`config.mk`:
```
export PLATFORM = sky130hd
export DESIGN_NAME = btn_conditioner_flat
export DESIGN_NICKNAME = d
export VERILOG_FILES = /design/src/rtl/btn_pkg.sv /design/src/rtl/btn_conditioner_if.sv /design/src/rtl/btn_debounce.sv /design/src/rtl/btn_conditioner.sv /design/src/flat_wrapper.sv
export SDC_FILE = /design/constraint.sdc
export NUM_CORES = 1
export LEC_CHECK = 0
export CAP_MARGIN = 15
export CORE_ASPECT_RATIO = 1.5
export CORE_MARGIN = 1.5
export CORE_UTILIZATION = 55
export CTS_BUF_LIST = sky130_fd_sc_hd__clkbuf_16
export CTS_CLUSTER_SIZE = 16
export DETAILED_ROUTE_END_ITERATION = 6
export PLACE_DENSITY = 0.76
export SYNTH_ARGS = -nofsm -noshare
export SYNTH_HDL_FRONTEND = slang
export SYNTH_HIERARCHICAL = 1
export SYNTH_SLANG_ARGS = --single-unit
```
`constraint.sdc`:
```
create_clock -name clk -period 1.8 [get_ports clk]
set_input_delay 0.18 -clock clk [delete_from_list [all_inputs] [get_ports clk]]
set_output_delay 0.18 -clock clk [all_outputs]
set_load 0.05 [all_outputs]
```
`src/rtl/btn_pkg.sv`:
```
// Shared types and defaults for the push-button conditioning block.
// Imported by the per-channel debouncer and by the top-level wrapper.
package btn_pkg;

    // The encoding is visible on debug_state, so it is fixed explicitly.
    typedef enum logic [1:0] {
        ST_LO      = 2'd0,
        ST_WAIT_HI = 2'd1,
        ST_HI      = 2'd2,
        ST_WAIT_LO = 2'd3
    } btn_state_t;

    // 10 ms of stability at 125 MHz.
    localparam int DEBOUNCE_DEFAULT = 1_250_000;

endpackage

```
`src/rtl/btn_conditioner_if.sv`:
```
// Button-side bundle: raw pins in, debounced level/pulses and FSM debug out.
// The master side drives the raw pins; the slave side is the conditioner.
interface btn_conditioner_if #(
    parameter int N_BTN = 4
);

    logic [N_BTN-1:0]   btn_raw;
    logic [N_BTN-1:0]   btn_level;
    logic [N_BTN-1:0]   btn_press;
    logic [N_BTN-1:0]   btn_release;
    logic [2*N_BTN-1:0] debug_state;

    modport master (
        output btn_raw,
        input  btn_level,
        input  btn_press,
        input  btn_release,
        input  debug_state
    );

    modport slave (
        input  btn_raw,
        output btn_level,
        output btn_press,
        output btn_release,
        output debug_state
    );

endinterface

```
`src/rtl/btn_debounce.sv`:
```
// Single button channel: 2-flop synchroniser, debounce FSM with a qualification
// counter, and registered level / press / release outputs.
module btn_debounce
    import btn_pkg::*;
#(
    parameter int DEBOUNCE_CYCLES = DEBOUNCE_DEFAULT
) (
    input  logic       clk,
    input  logic       reset,
    input  logic       i_btn_raw,
    output logic       o_level,
    output logic       o_press,
    output logic       o_release,
    output btn_state_t o_state
);

    localparam int                CNT_W    = $clog2(DEBOUNCE_CYCLES + 1);
    localparam logic [CNT_W-1:0] CNT_LAST = CNT_W'(DEBOUNCE_CYCLES - 1);
    localparam logic [CNT_W-1:0] CNT_MAX  = CNT_W'(DEBOUNCE_CYCLES);

    logic             r_sync1;
    logic             r_sync2;
    btn_state_t       r_state;
    logic [CNT_W-1:0] r_cnt;
    logic             r_level;
    logic             r_press;
    logic             r_release;

    btn_state_t       w_state_nxt;
    logic [CNT_W-1:0] w_cnt_nxt;
    logic [CNT_W-1:0] w_cnt_inc;
    logic             w_level_nxt;
    logic             w_press_nxt;
    logic             w_release_nxt;

    // NOTE: sequential state uses non-blocking assignments so every flop samples
    // the pre-edge value of its source; blocking here would collapse the 2-flop chain.
    always_ff @(posedge clk or posedge reset) begin
        if (reset) begin
            r_sync1 <= 1'b0;
            r_sync2 <= 1'b0;
        end else begin
            r_sync1 <= i_btn_raw;
            r_sync2 <= r_sync1;
        end
    end

    // Saturating increment; the count never wraps back into a qualifying value.
    assign w_cnt_inc = (r_cnt == CNT_MAX) ? r_cnt : r_cnt + CNT_W'(1);

    // NOTE: every signal written here gets a default first, so no path through
    // the case statement can leave one unassigned and infer a latch.
    always_comb begin
        w_state_nxt   = r_state;
        w_cnt_nxt     = r_cnt;
        w_level_nxt   = r_level;
        w_press_nxt   = 1'b0;
        w_release_nxt = 1'b0;

        case (r_state)
            ST_LO: begin
                if (r_sync2) begin
                    w_state_nxt = ST_WAIT_HI;
                    w_cnt_nxt   = '0;
                end
            end

            ST_WAIT_HI: begin
                if (!r_sync2) begin
                    w_state_nxt = ST_LO;
                end else if (r_cnt == CNT_LAST) begin
                    w_state_nxt = ST_HI;
                    w_level_nxt = 1'b1;
                    w_press_nxt = 1'b1;
                end else begin
                    w_cnt_nxt = w_cnt_inc;
                end
            end

            ST_HI: begin
                if (!r_sync2) begin
                    w_state_nxt = ST_WAIT_LO;
                    w_cnt_nxt   = '0;
                end
            end

            ST_WAIT_LO: begin
                if (r_sync2) begin
                    w_state_nxt = ST_HI;
                end else if (r_cnt == CNT_LAST) begin
                    w_state_nxt   = ST_LO;
                    w_level_nxt   = 1'b0;
                    w_release_nxt = 1'b1;
                end else begin
                    w_cnt_nxt = w_cnt_inc;
                end
            end

            default: begin
                w_state_nxt = ST_LO;
            end
        endcase
    end

    always_ff @(posedge clk or posedge reset) begin
        if (reset) begin
            r_state   <= ST_LO;
            r_cnt     <= '0;
            r_level   <= 1'b0;
            r_press   <= 1'b0;
            r_release <= 1'b0;
        end else begin
            r_state   <= w_state_nxt;
            r_cnt     <= w_cnt_nxt;
            r_level   <= w_level_nxt;
            r_press   <= w_press_nxt;
            r_release <= w_release_nxt;
        end
    end

    assign o_level   = r_level;
    assign o_press   = r_press;
    assign o_release = r_release;
    assign o_state   = r_state;

endmodule

```
`src/rtl/btn_conditioner.sv`:
```
// Conditions N_BTN raw push-buttons into debounced levels and press/release
// pulses; one independent btn_debounce per channel.
module btn_conditioner
    import btn_pkg::*;
#(
    parameter int N_BTN           = 4,
    parameter int DEBOUNCE_CYCLES = DEBOUNCE_DEFAULT
) (
    input  logic               clk,
    input  logic               reset,
    btn_conditioner_if.slave   bus
);

    logic [N_BTN-1:0] w_level;
    logic [N_BTN-1:0] w_press;
    logic [N_BTN-1:0] w_release;
    btn_state_t       w_state [N_BTN];

    for (genvar g = 0; g < N_BTN; g++) begin : g_ch
        btn_debounce #(
            .DEBOUNCE_CYCLES (DEBOUNCE_CYCLES)
        ) u_debounce (
            .clk       (clk),
            .reset     (reset),
            .i_btn_raw (bus.btn_raw[g]),
            .o_level   (w_level[g]),
            .o_press   (w_press[g]),
            .o_release (w_release[g]),
            .o_state   (w_state[g])
        );

        // Channel g reports its FSM state in debug_state[2g+1:2g].
        assign bus.debug_state[2*g +: 2] = w_state[g];
    end

    assign bus.btn_level   = w_level;
    assign bus.btn_press   = w_press;
    assign bus.btn_release = w_release;

endmodule
```
`src/flat_wrapper.sv`:
```
// flat-port wrapper written by rule: the top's interface ports become plain ports
module btn_conditioner_flat import btn_pkg::*;
#(
    parameter int N_BTN           = 4,
    parameter int DEBOUNCE_CYCLES = DEBOUNCE_DEFAULT
)
  (clk, reset, bus_btn_raw, bus_btn_level, bus_btn_press, bus_btn_release, bus_debug_state);
  btn_conditioner_if #(.N_BTN(N_BTN)) bus_i ();
  input  logic clk;
  input  logic reset;
  input wire logic [$bits(bus_i.btn_raw)-1:0] bus_btn_raw;
  output wire logic [$bits(bus_i.btn_level)-1:0] bus_btn_level;
  output wire logic [$bits(bus_i.btn_press)-1:0] bus_btn_press;
  output wire logic [$bits(bus_i.btn_release)-1:0] bus_btn_release;
  output wire logic [$bits(bus_i.debug_state)-1:0] bus_debug_state;
  assign bus_i.btn_raw = bus_btn_raw;
  assign bus_btn_level = bus_i.btn_level;
  assign bus_btn_press = bus_i.btn_press;
  assign bus_btn_release = bus_i.btn_release;
  assign bus_debug_state = bus_i.debug_state;
  btn_conditioner #(.N_BTN(N_BTN), .DEBOUNCE_CYCLES(DEBOUNCE_CYCLES)) u_core (.clk(clk), .reset(reset), .bus(bus_i));
endmodule
```
==> impl_metrics.json <==
{
  "outcome": "finished with violations",
  "violations": "negative setup slack",
  "power_density_nw_per_um2": 642.3,
  "cap_violations": 0,
  "min_period_over_period_pct": 100.6,
  "core_area_um2": 10940,
  "ys_ff_latch": 112,
  "synth_cells": 633,
  "cts_tree": "done",
  "met1_usage_pct": 30.96,
  "rsz0062_at_grt": "true",
  "clock_path_buffers": 2,
  "cp.required_ns": 2.04,
  "finClkSkew_ns": 0.008347,
  "yosys-top-cells-area": "dfrtp_1, mux2i_1, a21oi_1",
  "yosysWarnings": 6,
  "vias_per_cell": 6.316,
  "finalCriticalPeriod_ns": 1.811,
  "hold_violations": 0,
  "cts-hold-fix-buffers": 0,
  "clockRootBuffer": "clkbuf_16",
  "use_met3_pct": 4.866,
  "syn-num-nets": 647,
  "crit_arrival_ns": 2.05,
  "fmax_ghz": 0.5521,
  "grt.busiest_layer": "met2",
  "synth_edf_count": 0,
  "grt_max_degree": 29,
  "ys.flop_type": "dfrtp_1",
  "vias": 5741,
  "worstSetupEndpointType": "register",
  "num-fill-cells": 817,
  "async_flop_share_pct": 100.0,
  "place.gp.congestion": 0.8734,
  "cts_made_buffers": 9,
  "clock_latency_ns": 0.35,
  "yosysTopAreaCellShare_pct": 45.62,
  "die_h_um": 132.4,
  "hold_slack_ns": 0.2658,
  "drt_iter0_markers": 268,
  "tightest_slew_ns": 0.7143,
  "setup_slack_ns": -0.01124,
  "power.leakage_uw": 0.003419,
  "relSlewSlack_pct": 52.20,
  "fp.dieArea_um2": 11830,
  "critical_path_class": "register to register",
  "worst-path-max-fanout": 3,
  "avgSynthCellArea_um2": 9.705,
  "grt_pass1_wl_um": 25670,
  "use_met2_pct": 48.29,
  "initial_core_util_pct": 56.17,
  "clock-sinks": 112,
  "fin_nets": 771,
  "ys_seq_area_share_pct": 45.62,
  "ir_worst_vdd_uv": 429.9,
  "startpoint_type": "register",
  "htree_levels": 3,
  "synthesis.area_um2": 6143,
  "antenna_cells": 0,
  "syn2layout_area_growth_pct": 26.44,
  "ioPinCount": 26,
  "hpwl_um": 10780,
  "portBuffers": 25,
  "layout-drive-gt1-share_pct": 24.15,
  "synthDistinctLibCells": 42,
  "holdCritPathClass": "primary input to register",
  "drv_slew": 0,
  "antenna_found_initial": 0,
  "wl_um": 15710,
  "yosysTopAreaCell": "dfrtp_1",
  "regToRegSetupSlack_ns": -0.01,
  "final_util_pct": 71.01,
  "rows": 47,
  "grt_pass1_vias": 5719,
  "drtPass1Iterations": 5,
  "grt.total_usage_pct": 27.02,
  "drc": 0,
  "clk_pin_slew_ns": 0.07,
  "die_w_um": 89.30,
  "grt_overflow": 0,
  "wl_per_cell_um": 17.28,
  "setup-violations-final": 1,
  "ant_nets": 0
}
-- repair_timing --
item / in CTS / in global routing
pin swaps: 7 / 17
buffers inserted: 3 / 4
setup endpoints to repair: 25 / 49
hold endpoints to repair: 0 / 0
resized for setup: 18 / 27
-- kinds of logic after synthesis --
kind of cell	count (synthesis)	synth area share, %
simple gates	275	26.23
compound gates	148	15.56
flops	112	45.62
buf+inv	46	3.462
mux	36	5.866
xor+xnor	8	1.629
fa+ha+maj	8	1.629
-- power breakdown --
part	internal, uW	switching (uW)	total [uW]
combinational	193	326	519
clock	928	911	1840
sequential	2580	48.0	2630
-- layer usage --
layer / wire, um / part of all wire [%]
met5: 0 / 0
met4: 281 / 1.8
met3: 571 / 3.6
met2: 8574 / 55
met1: 6278 / 40
-- flip-flops by register name, summed over array words and instances (netlist names), named ones only --
name                              cells
u_core/g_ch.u_debounce/o_release      4
u_core/g_ch.u_debounce/o_level        4
u_core/g_ch.u_debounce/o_state        4
u_core/g_ch.u_debounce/r_sync2        4
u_core/g_ch.u_debounce/r_cnt         84
u_core/g_ch.u_debounce/r_sync1        4
u_core/g_ch.u_debounce/o_press        4
-- worst paths after layout --
kind	to	depth (start not counted)	from
worst max-delay path	register	4	u_core/g_ch[2].u_debounce/r_cnt[14]
worst min-delay path	u_core/g_ch[0].u_debounce/r_sync1	1	bus_btn_raw[0]
worst max register to register	register	4	u_core/g_ch[2].u_debounce/r_cnt[14]
worst min register to register	u_core/g_ch[0].u_debounce/r_sync2	0	u_core/g_ch[0].u_debounce/r_sync1
max in group asynchronous	async pin	3	reset
min in group asynchronous	u_core/g_ch[1].u_debounce/r_cnt[12]	3	reset
-- through the flow --
| stage | area, um2 | worst slack, ns | cells | power (uW) | TNS [ns] |
|---|---|---|---|---|---|
| final | 7767 | -0.01124 | 909 | 4989 | -0.01124 |
| after global routing | 7767 | -0.07585 | 909 | 5198 | -0.4682 |
| after CTS | 7616 | -0.006155 | 905 | 5011 | -0.006155 |
| after detailed placement | 7222 | -0.1674 | 886 | 3188 | -0.9358 |
| after global placement | 7222 | -0.07505 | 886 | 3152 | -0.2023 |
| after floorplan | 6161 | 0.01010 | 633 | 2978 | 0 |
-- cell usage in the layout, fill, tap and decap left out, drive strengths merged, types with 9 or more instances in the layout --
cell type / netlist / routed
a21oi: 52 / 52
and4: 20 / 20
buf: 13 / 117
clkbuf: 8 / 9
clkdlybuf4s50: 0 / 16
dfrtp: 112 / 112
inv: 25 / 27
mux2i: 36 / 36
nand2: 68 / 68
nand2b: 12 / 12
nand3: 28 / 28
nand4: 27 / 27
nor2: 32 / 32
o21ai: 24 / 24
o31ai: 32 / 32
or4: 36 / 36
-- synthesized netlist by cell type, types with 12 or more instances --
master / n
a21oi_1: 52
and4_1: 20
dfrtp_1: 112
inv_1: 25
mux2i_1: 36
nand2_1: 68
nand2b_1: 12
nand3_1: 24
nand4_1: 27
nor2_1: 32
o21ai_0: 24
o31ai_1: 32
or4_1: 33
-- critical path: stages, from the launching register on --
cell and delay [ns]:
dfrtp_1 0.42, nor4b_4 0.31, nand4_1 0.20, or4_4 0.58, a21o_1 0.18
-- layout make-up --
type | instances | area (um2) | share of cell area [%]
Sequential cell | 112 | 2813 | 36.21
Clock inverter | 7 | 41.29 | 0.5316
Timing Repair Buffer | 134 | 1051 | 13.53
Tap cell | 147 | 183.9 | 2.368
Multi-Input combinational cell | 475 | 3359 | 43.25
Clock buffer | 9 | 225.2 | 2.899
Inverter | 25 | 93.84 | 1.208
Note: power is estimated with default switching activity, not from simulation.
